===== config.mk =====
export PLATFORM = sky130hd
export DESIGN_NAME = regfile_write_port
export DESIGN_NICKNAME = d
export VERILOG_FILES = /design/src/rtl/regfile_write_port.sv
export SDC_FILE = /design/constraint.sdc
export NUM_CORES = 2
export LEC_CHECK = 0
export BUFFER_PORTS_ARGS = -buffer_cell sky130_fd_sc_hd__buf_2
export CAP_MARGIN = 30
export CORE_AREA = 2 2 428 430
export CTS_CLUSTER_DIAMETER = 200
export DETAILED_ROUTE_END_ITERATION = 16
export DIE_AREA = 0 0 430 432
export SYNTH_ARGS = -nofsm -noshare
export SYNTH_HDL_FRONTEND = slang
export SYNTH_SLANG_ARGS = --single-unit

===== constraint.sdc =====
create_clock -name clock -period 4.5 [get_ports clock]
set_input_delay 1.125 -clock clock [delete_from_list [all_inputs] [get_ports clock]]
set_output_delay 1.125 -clock clock [all_outputs]
set_load 0.02 [all_outputs]

===== src/rtl/regfile_write_port.sv =====
// Write side of the register file: 32 x WIDTH storage, one-deep write staging register
// for read-port bypass, and a sequential clear engine. Register 0 always reads as zero.
module regfile_write_port #(
  parameter int unsigned WIDTH = 32
) (
  input  logic                  clock,
  input  logic                  reset,
  input  logic                  wr_valid,
  output logic                  wr_ready,
  input  logic [4:0]            wr_addr,
  input  logic [WIDTH-1:0]      wr_data,
  input  logic                  clear_req,
  output logic                  busy,
  output logic [32*WIDTH-1:0]   regs_flat,
  output logic                  pend_valid,
  output logic [4:0]            pend_addr,
  output logic [WIDTH-1:0]      pend_data
);

  localparam logic [1:0] StIdle  = 2'd0;
  localparam logic [1:0] StDrain = 2'd1;
  localparam logic [1:0] StClear = 2'd2;

  logic [1:0]       state_q, state_d;
  logic [4:0]       idx_q, idx_d;
  logic             pend_valid_q, pend_valid_d;
  logic [4:0]       pend_addr_q, pend_addr_d;
  logic [WIDTH-1:0] pend_data_q, pend_data_d;
  logic [WIDTH-1:0] storage_q [32];

  logic             accept;
  logic [31:0]      wr_en;
  logic [31:0]      clr_en;

  assign wr_ready = (state_q == StIdle);
  assign busy     = (state_q != StIdle);
  assign accept   = wr_valid && wr_ready;

  // Control and staging next state
  always_comb begin
    state_d      = state_q;
    idx_d        = idx_q;
    pend_valid_d = 1'b0;
    pend_addr_d  = pend_addr_q;
    pend_data_d  = pend_data_q;
    unique case (state_q)
      StIdle: begin
        if (accept && (wr_addr != 5'd0)) begin
          pend_valid_d = 1'b1;
          pend_addr_d  = wr_addr;
          pend_data_d  = wr_data;
        end
        if (clear_req) begin
          state_d = StDrain;
        end
      end
      StDrain: begin
        idx_d   = 5'd1;
        state_d = StClear;
      end
      StClear: begin
        if (idx_q == 5'd31) begin
          idx_d   = 5'd0;
          state_d = StIdle;
        end else begin
          idx_d = idx_q + 5'd1;
        end
      end
      default: begin
        idx_d   = 5'd0;
        state_d = StIdle;
      end
    endcase
  end

  // One-hot enables: commit of the staged write, and the clear engine's zeroing slot
  always_comb begin
    wr_en  = '0;
    clr_en = '0;
    if (pend_valid_q) begin
      wr_en[pend_addr_q] = 1'b1;
    end
    if (state_q == StClear) begin
      clr_en[idx_q] = 1'b1;
    end
  end

  always_ff @(posedge clock or negedge reset) begin
    if (!reset) begin
      state_q      <= StIdle;
      idx_q        <= 5'd0;
      pend_valid_q <= 1'b0;
      pend_addr_q  <= 5'd0;
      pend_data_q  <= '0;
    end else begin
      state_q      <= state_d;
      idx_q        <= idx_d;
      pend_valid_q <= pend_valid_d;
      pend_addr_q  <= pend_addr_d;
      pend_data_q  <= pend_data_d;
    end
  end

  // Entry 0 is held at zero so the flat bus carries a constant zero register
  always_ff @(posedge clock or negedge reset) begin
    if (!reset) begin
      for (int i = 0; i < 32; i++) begin
        storage_q[i] <= '0;
      end
    end else begin
      for (int i = 0; i < 32; i++) begin
        if (i == 0) begin
          storage_q[i] <= '0;
        end else if (clr_en[i]) begin
          storage_q[i] <= '0;
        end else if (wr_en[i]) begin
          storage_q[i] <= pend_data_q;
        end
      end
    end
  end

  for (genvar g = 0; g < 32; g++) begin : g_flat
    assign regs_flat[g*WIDTH +: WIDTH] = storage_q[g];
  end

  assign pend_valid = pend_valid_q;
  assign pend_addr  = pend_addr_q;
  assign pend_data  = pend_data_q;

endmodule


* Yosys cells after proc, flatten, opt, wreduce, memory -nomap -nowiden
Cells that the tools add are included.
** Operators by class
- Add/subtract/negate cells :: 1
- $lt $le $gt $ge :: 4
- Equality and inequality tests :: 5
- Mux-type cells :: 75
- Reduce and logical (&&, ||, !) cells :: 40
** Operators by type and width (count)
- $mux W32 :: 64
- $reduce_bool A2 Y1 :: 32
- $pmux W5 S3 :: 1
- $lt A5 B6 Y1 const B :: 2
- $demux W1 S5 :: 2
- $ge A5 B1 Y1 const B :: 2
- $pmux W2 S3 :: 1
- $add A5 B1 Y5 const B :: 1
- $eq A5 B5 Y1 const B :: 1
- $mux W5 :: 1
- $reduce_bool A5 Y1 :: 1
- $logic_and A1 B1 Y1 :: 4
- $mux W1 :: 4
- $mux W2 :: 2
- $reduce_and A2 Y1 :: 2
- $eq A2 B1 Y1 const B :: 1
- $eq A2 B2 Y1 const B :: 1
- $logic_not A2 Y1 :: 1
- $ne A2 B1 Y1 const B :: 1
- $ne A2 B2 Y1 const B :: 1
** Storage, ports and cells
- Bits in registers :: 1037
- Input bits :: 41
- Output and inout port bits :: 1064
- Logic and storage cells :: 161

* Logic depth before layout (Yosys ltp)
- Word-level depth :: 7
- Gate-level depth with buffers :: 7
- Gate-level depth less buffers :: 6

* Worst setup path after synthesis
Ideal clock, no wire load.
- Path kind :: input to register
- From :: input port wr_addr[0]
- To :: register pend_data_q[16] (netlist: pend_data[16])
- Setup time :: 0.128 ns
- Arrival :: 2.436 ns
- Data required time :: 4.372 ns
- Slack :: 1.936 ns
- Stages :: 5
- Buffers on the path :: 2
- Path through :: or4_1 o211ai_2 buf_6 buf_6 mux2_1
** On the way
- Word-level cells in the longest chain between the ends :: 3
** RTL lines
- start, declared :: RTL line 10 : input logic [4:0] wr_addr,
- $reduce_bool A5 Y1 :: RTL line 48 : if (accept && (wr_addr != 5'd0)) begin
- $logic_and A1 B1 Y1 :: RTL line 48
- $reduce_and A2 Y1 (no line)
- end signal, assigned :: RTL line 100 : pend_data_q <= pend_data_d;
- end, declared :: RTL line 28 : logic [WIDTH-1:0] pend_data_q, pend_data_d;
Every way passes these cells.
A chain may end at the register's enable or synchronous reset.

* Worst setup path after layout
- From :: register state_q[1]
- To :: output port busy
** On the way
- Word-level cells in the longest chain between the ends :: 1
** RTL lines
- start, declared :: RTL line 24 : logic [1:0] state_q, state_d;
- start signal, assigned :: RTL line 90 : state_q <= StIdle;
- start signal, assigned :: RTL line 96 : state_q <= state_d;
- $reduce_bool A2 Y1 :: RTL line 36 : assign busy = (state_q != StIdle);
- end, declared :: RTL line 13 : output logic busy,
Every way passes these cells.

==> impl_metrics.sql <==
INSERT INTO impl_metrics (metric_group, metric, value, unit) VALUES
('min_path', 'timing.hold.worst.class', 'in -> async', ''),
('routing', 'postRouteAntennaNets', '0', ''),
('timing', 'fin_ws', '860.8', 'ps'),
('flow_run', 'cap_violations', '0', ''),
('finish', 'multiInputGateArea', '16460', 'um2'),
('logic_synthesis', 'netlist_instances', '4833', ''),
('timing', 'report.final.slew_viol_count', '0', ''),
('finish', 'synthToLayoutAreaGrowth', '27.78', '%'),
('critical_path', 'cp_data_arrival_time', '2510', 'ps'),
('clock_tree', 'numCtsBuffers', '115', ''),
('floorplan', 'die_width', '430', 'um'),
('global_route', 'antenna_found_initial', '23', ''),
('clock_tree', 'clk_pin_slew', '60', 'ps'),
('critical_path', 'path_cells', 'inv_1 -> ha_1 -> inv_1 -> buf_2', ''),
('floorplan', 'floorplan.io_pins', '1105', ''),
('timing', 'worst_slew_margin_rel', '0.2738', ''),
('placement', 'gp_congestion', '0.8400', ''),
('routing', 'routed_wirelength', '238800', 'um'),
('logic_synthesis', 'synth-seq-area-share', '0.5782', ''),
('clock_tree', 'tritoncts', 'built', ''),
('logic_synthesis', 'syn_avg_cell_area', '9.286', 'um2'),
('placement', 'hpwlAfterDp', '148700', 'um'),
('timing', 'tightest_slew', '1089', 'ps'),
('logic_synthesis', 'synth_top_cells_by_count', 'sky130_fd_sc_hd__dfrtp_1, sky130_fd_sc_hd__nand3_1, sky130_fd_sc_hd__a21oi_1, sky130_fd_sc_hd__o21ai_0, sky130_fd_sc_hd__clkbuf_1', ''),
('finish', 'drive_above_1_share', '0.2759', ''),
('clock_tree', 'clkSinkCount', '1037', ''),
('finish', 'layout.area.seq', '26010', 'um2'),
('placement', 'port-buffer-count', '1072', ''),
('critical_path', 'path_delay_family', 'adder cells', ''),
('global_route', 'globalRoute.totalOverflow', '0', ''),
('finish', 'fillerInstances', '18900', ''),
('floorplan', 'die_h', '432', 'um'),
('logic_synthesis', 'async_set_reset_flop_share_out_of_synthesis', '1.000', ''),
('outcome', 'status', 'finished, final reports clean', ''),
('logic_synthesis', 'post_synth_num_cell_types', '41', ''),
('power_and_ir_drop', 'power.ir.vdd_worst', '0.0005774', 'V'),
('critical_path', 'critical_path_class', 'reg -> out', ''),
('critical_path', 'cp-start-kind', 'flop', ''),
('routing', 'routed_length_per_placed_instance', '29.51', 'um'),
('clock_tree', 'cts_max_path_buffers', '3', ''),
('timing', 'fin_skew', '51.46', 'ps'),
('clock_tree', 'cts_htree_levels', '3', ''),
('global_route', 'first_global_vias', '41910', ''),
('floorplan', 'fp.coreArea', '181700', 'um2'),
('timing', 'period_share', '0.8087', ''),
('critical_path', 'r2r.worst_path.cells', '6', ''),
('logic_synthesis', 'most_instantiated_library_cell_after_synthesis', 'sky130_fd_sc_hd__dfrtp_1', ''),
('timing', 'rsz0062_at_grt', 'no', ''),
('global_route', 'wire_length_of_the_first_global_routing_pass', '328300', 'um'),
('power_and_ir_drop', 'power_density', '829.3', 'nW/um2'),
('routing', 'vias_per_cell', '5.598', ''),
('timing', 'timing.final.crit_period', '3639', 'ps'),
('global_route', 'pin_count_of_the_biggest_net_entering_global_routing', '129', ''),
('logic_synthesis', 'yosys-top-cells-area', 'sky130_fd_sc_hd__dfrtp_1, sky130_fd_sc_hd__nand3_1, sky130_fd_sc_hd__a21oi_1, sky130_fd_sc_hd__o21ai_0, sky130_fd_sc_hd__clkbuf_1', ''),
('routing', 'drt_pass1_iterations', '6', ''),
('clock_tree', 'clkLatencyLatePin', '820', 'ps'),
('logic_synthesis', 'synth-edff-count', '0', ''),
('routing', 'num_vias', '45290', ''),
('critical_path', 'timing.critical_path.slowest_cell_delay', '680', 'ps'),
('logic_synthesis', 'synth.largest_area_cell', 'sky130_fd_sc_hd__dfrtp_1', ''),
('floorplan', 'die-area', '185800', 'um2'),
('floorplan', 'initial_core_util', '0.2470', ''),
('clock_tree', 'post_cts.resized_instances', '0', ''),
('routing', 'drt_iter0_drc', '5931', ''),
('timing', 'finalHoldViolations', '0', ''),
('critical_path', 'crit_path_top_delay_cell', 'sky130_fd_sc_hd__ha_1', ''),
('critical_path', 'most_frequent_cell_on_critical_path', 'sky130_fd_sc_hd__inv_1', ''),
('finish', 'finalCoreUtilization', '0.3156', ''),
('logic_synthesis', 'yosys_most_used_dff', 'sky130_fd_sc_hd__dfrtp_1', ''),
('placement', 'placement.setup.worst_slack', '1431', 'ps'),
('critical_path', 'crit_buf_inv', '3', '');
per-stage QoR:
stage | instances | total power, mW | hold slack [ps] | instance area [um2]
after floorplan | 4864 | 25.60 | 507.6 | 45000
after global placement | 7821 | 36.86 | 518.2 | 52730
after detailed placement | 7845 | 37.23 | 530.1 | 53220
after CTS | 8060 | 47.38 | 363.4 | 57270
after global routing | 8082 | 49.15 | 396.3 | 57320
final | 8091 | 47.56 | 403.9 | 57350
state kept, by name, summed over array words and instances (netlist names):
name        cells
state_q         2
pend_valid      1
idx_q           5
regs_flat     992
pend_addr       5
pend_data      32
layout make-up:
class / count / share of cell area
antenna: 31 / 0.001353
clock inverter: 44 / 0.01117
inverter: 7 / 0.0004582
timing repair buffer: 1270 / 0.1351
tap: 2385 / 0.05204
multi-input combinational: 3146 / 0.2870
clock buffer: 171 / 0.05943
sequential: 1037 / 0.4535
worst register-to-register path, stage by stage, from the launching register on:
cell and delay [ps]:
sky130_fd_sc_hd__dfrtp_1 910, sky130_fd_sc_hd__buf_4 320, sky130_fd_sc_hd__nand4bb_4 160, sky130_fd_sc_hd__buf_4 510
sky130_fd_sc_hd__buf_4 670, sky130_fd_sc_hd__o21ai_0 180, sky130_fd_sc_hd__a21oi_1 190
logic make-up after synthesis:
group,Yosys count,synth area share
adder cells (fa/ha/maj),10,0.002788
AND/OR/NAND/NOR,1071,0.1212
buffers and inverters,681,0.06513
AO/OA/AOI/OAI,1994,0.2228
multiplexers,39,0.009758
other,1,0.00008356
flip-flops,1037,0.5782
worst max path at each step:
stage	startpoint	endpoint	slack, ps	cells after the start
2_1_floorplan	wr_addr[0]	pend_data[16]	1940	5
3_3_place_gp	pend_addr[3]	regs_flat[987]	1270	4
3_5_place_dp	wr_addr[0]	pend_data[9]	1430	5
4_1_cts	state_q[1]	busy	780	4
5_1_grt	state_q[1]	busy	710	4
6_report	state_q[1]	busy	860	4
per-layer routing:
metal | vias to the layer above | global-route usage | routed length, um
li1 | 18630 | - | -
met1 | 22790 | 0.3038 | 88650
met4 | 10 | 0.1698 | 18960
met3 | 804 | 0.05898 | 23240
met5 | - | 0 | 70
met2 | 3059 | 0.3750 | 107800
cell usage in the layout (no fill, tap or decap), types with 3 or more instances in the layout:
| cell type | instances |
|---|---|
| sky130_fd_sc_hd__a21oi_1 | 992 |
| sky130_fd_sc_hd__and4b_4 | 3 |
| sky130_fd_sc_hd__and4bb_4 | 3 |
| sky130_fd_sc_hd__buf_12 | 64 |
| sky130_fd_sc_hd__buf_16 | 3 |
| sky130_fd_sc_hd__buf_2 | 1071 |
| sky130_fd_sc_hd__buf_4 | 128 |
| sky130_fd_sc_hd__buf_8 | 4 |
| sky130_fd_sc_hd__bufinv_16 | 9 |
| sky130_fd_sc_hd__clkbuf_1 | 24 |
| sky130_fd_sc_hd__clkbuf_16 | 115 |
| sky130_fd_sc_hd__clkbuf_8 | 32 |
| sky130_fd_sc_hd__clkinv_16 | 5 |
| sky130_fd_sc_hd__clkinv_2 | 16 |
| sky130_fd_sc_hd__clkinv_4 | 4 |
| sky130_fd_sc_hd__clkinvlp_4 | 4 |
| sky130_fd_sc_hd__conb_1 | 32 |
| sky130_fd_sc_hd__dfrtp_1 | 1005 |
| sky130_fd_sc_hd__dfrtp_2 | 25 |
| sky130_fd_sc_hd__dfrtp_4 | 7 |
| sky130_fd_sc_hd__diode_2 | 31 |
| sky130_fd_sc_hd__ha_1 | 10 |
| sky130_fd_sc_hd__inv_1 | 7 |
| sky130_fd_sc_hd__inv_8 | 3 |
| sky130_fd_sc_hd__mux2_1 | 18 |
| sky130_fd_sc_hd__mux2_2 | 20 |
| sky130_fd_sc_hd__nand2_1 | 6 |
| sky130_fd_sc_hd__nand3_1 | 997 |
| sky130_fd_sc_hd__nand3b_1 | 5 |
| sky130_fd_sc_hd__nand4b_1 | 3 |
| sky130_fd_sc_hd__nand4bb_4 | 3 |
| sky130_fd_sc_hd__nor2_2 | 7 |
| sky130_fd_sc_hd__nor2_4 | 25 |
| sky130_fd_sc_hd__o21ai_0 | 942 |
| sky130_fd_sc_hd__o21ai_1 | 55 |
power breakdown:
group	internal (mW)	leakage (nW)	total, mW	switching [mW]
Sequential	12.6	13.9	15.3	2.68
Combinational	5.40	10.4	22.1	16.7
Clock	5.80	1.98	10.1	4.35
Note: power is estimated with default switching activity, not from simulation.
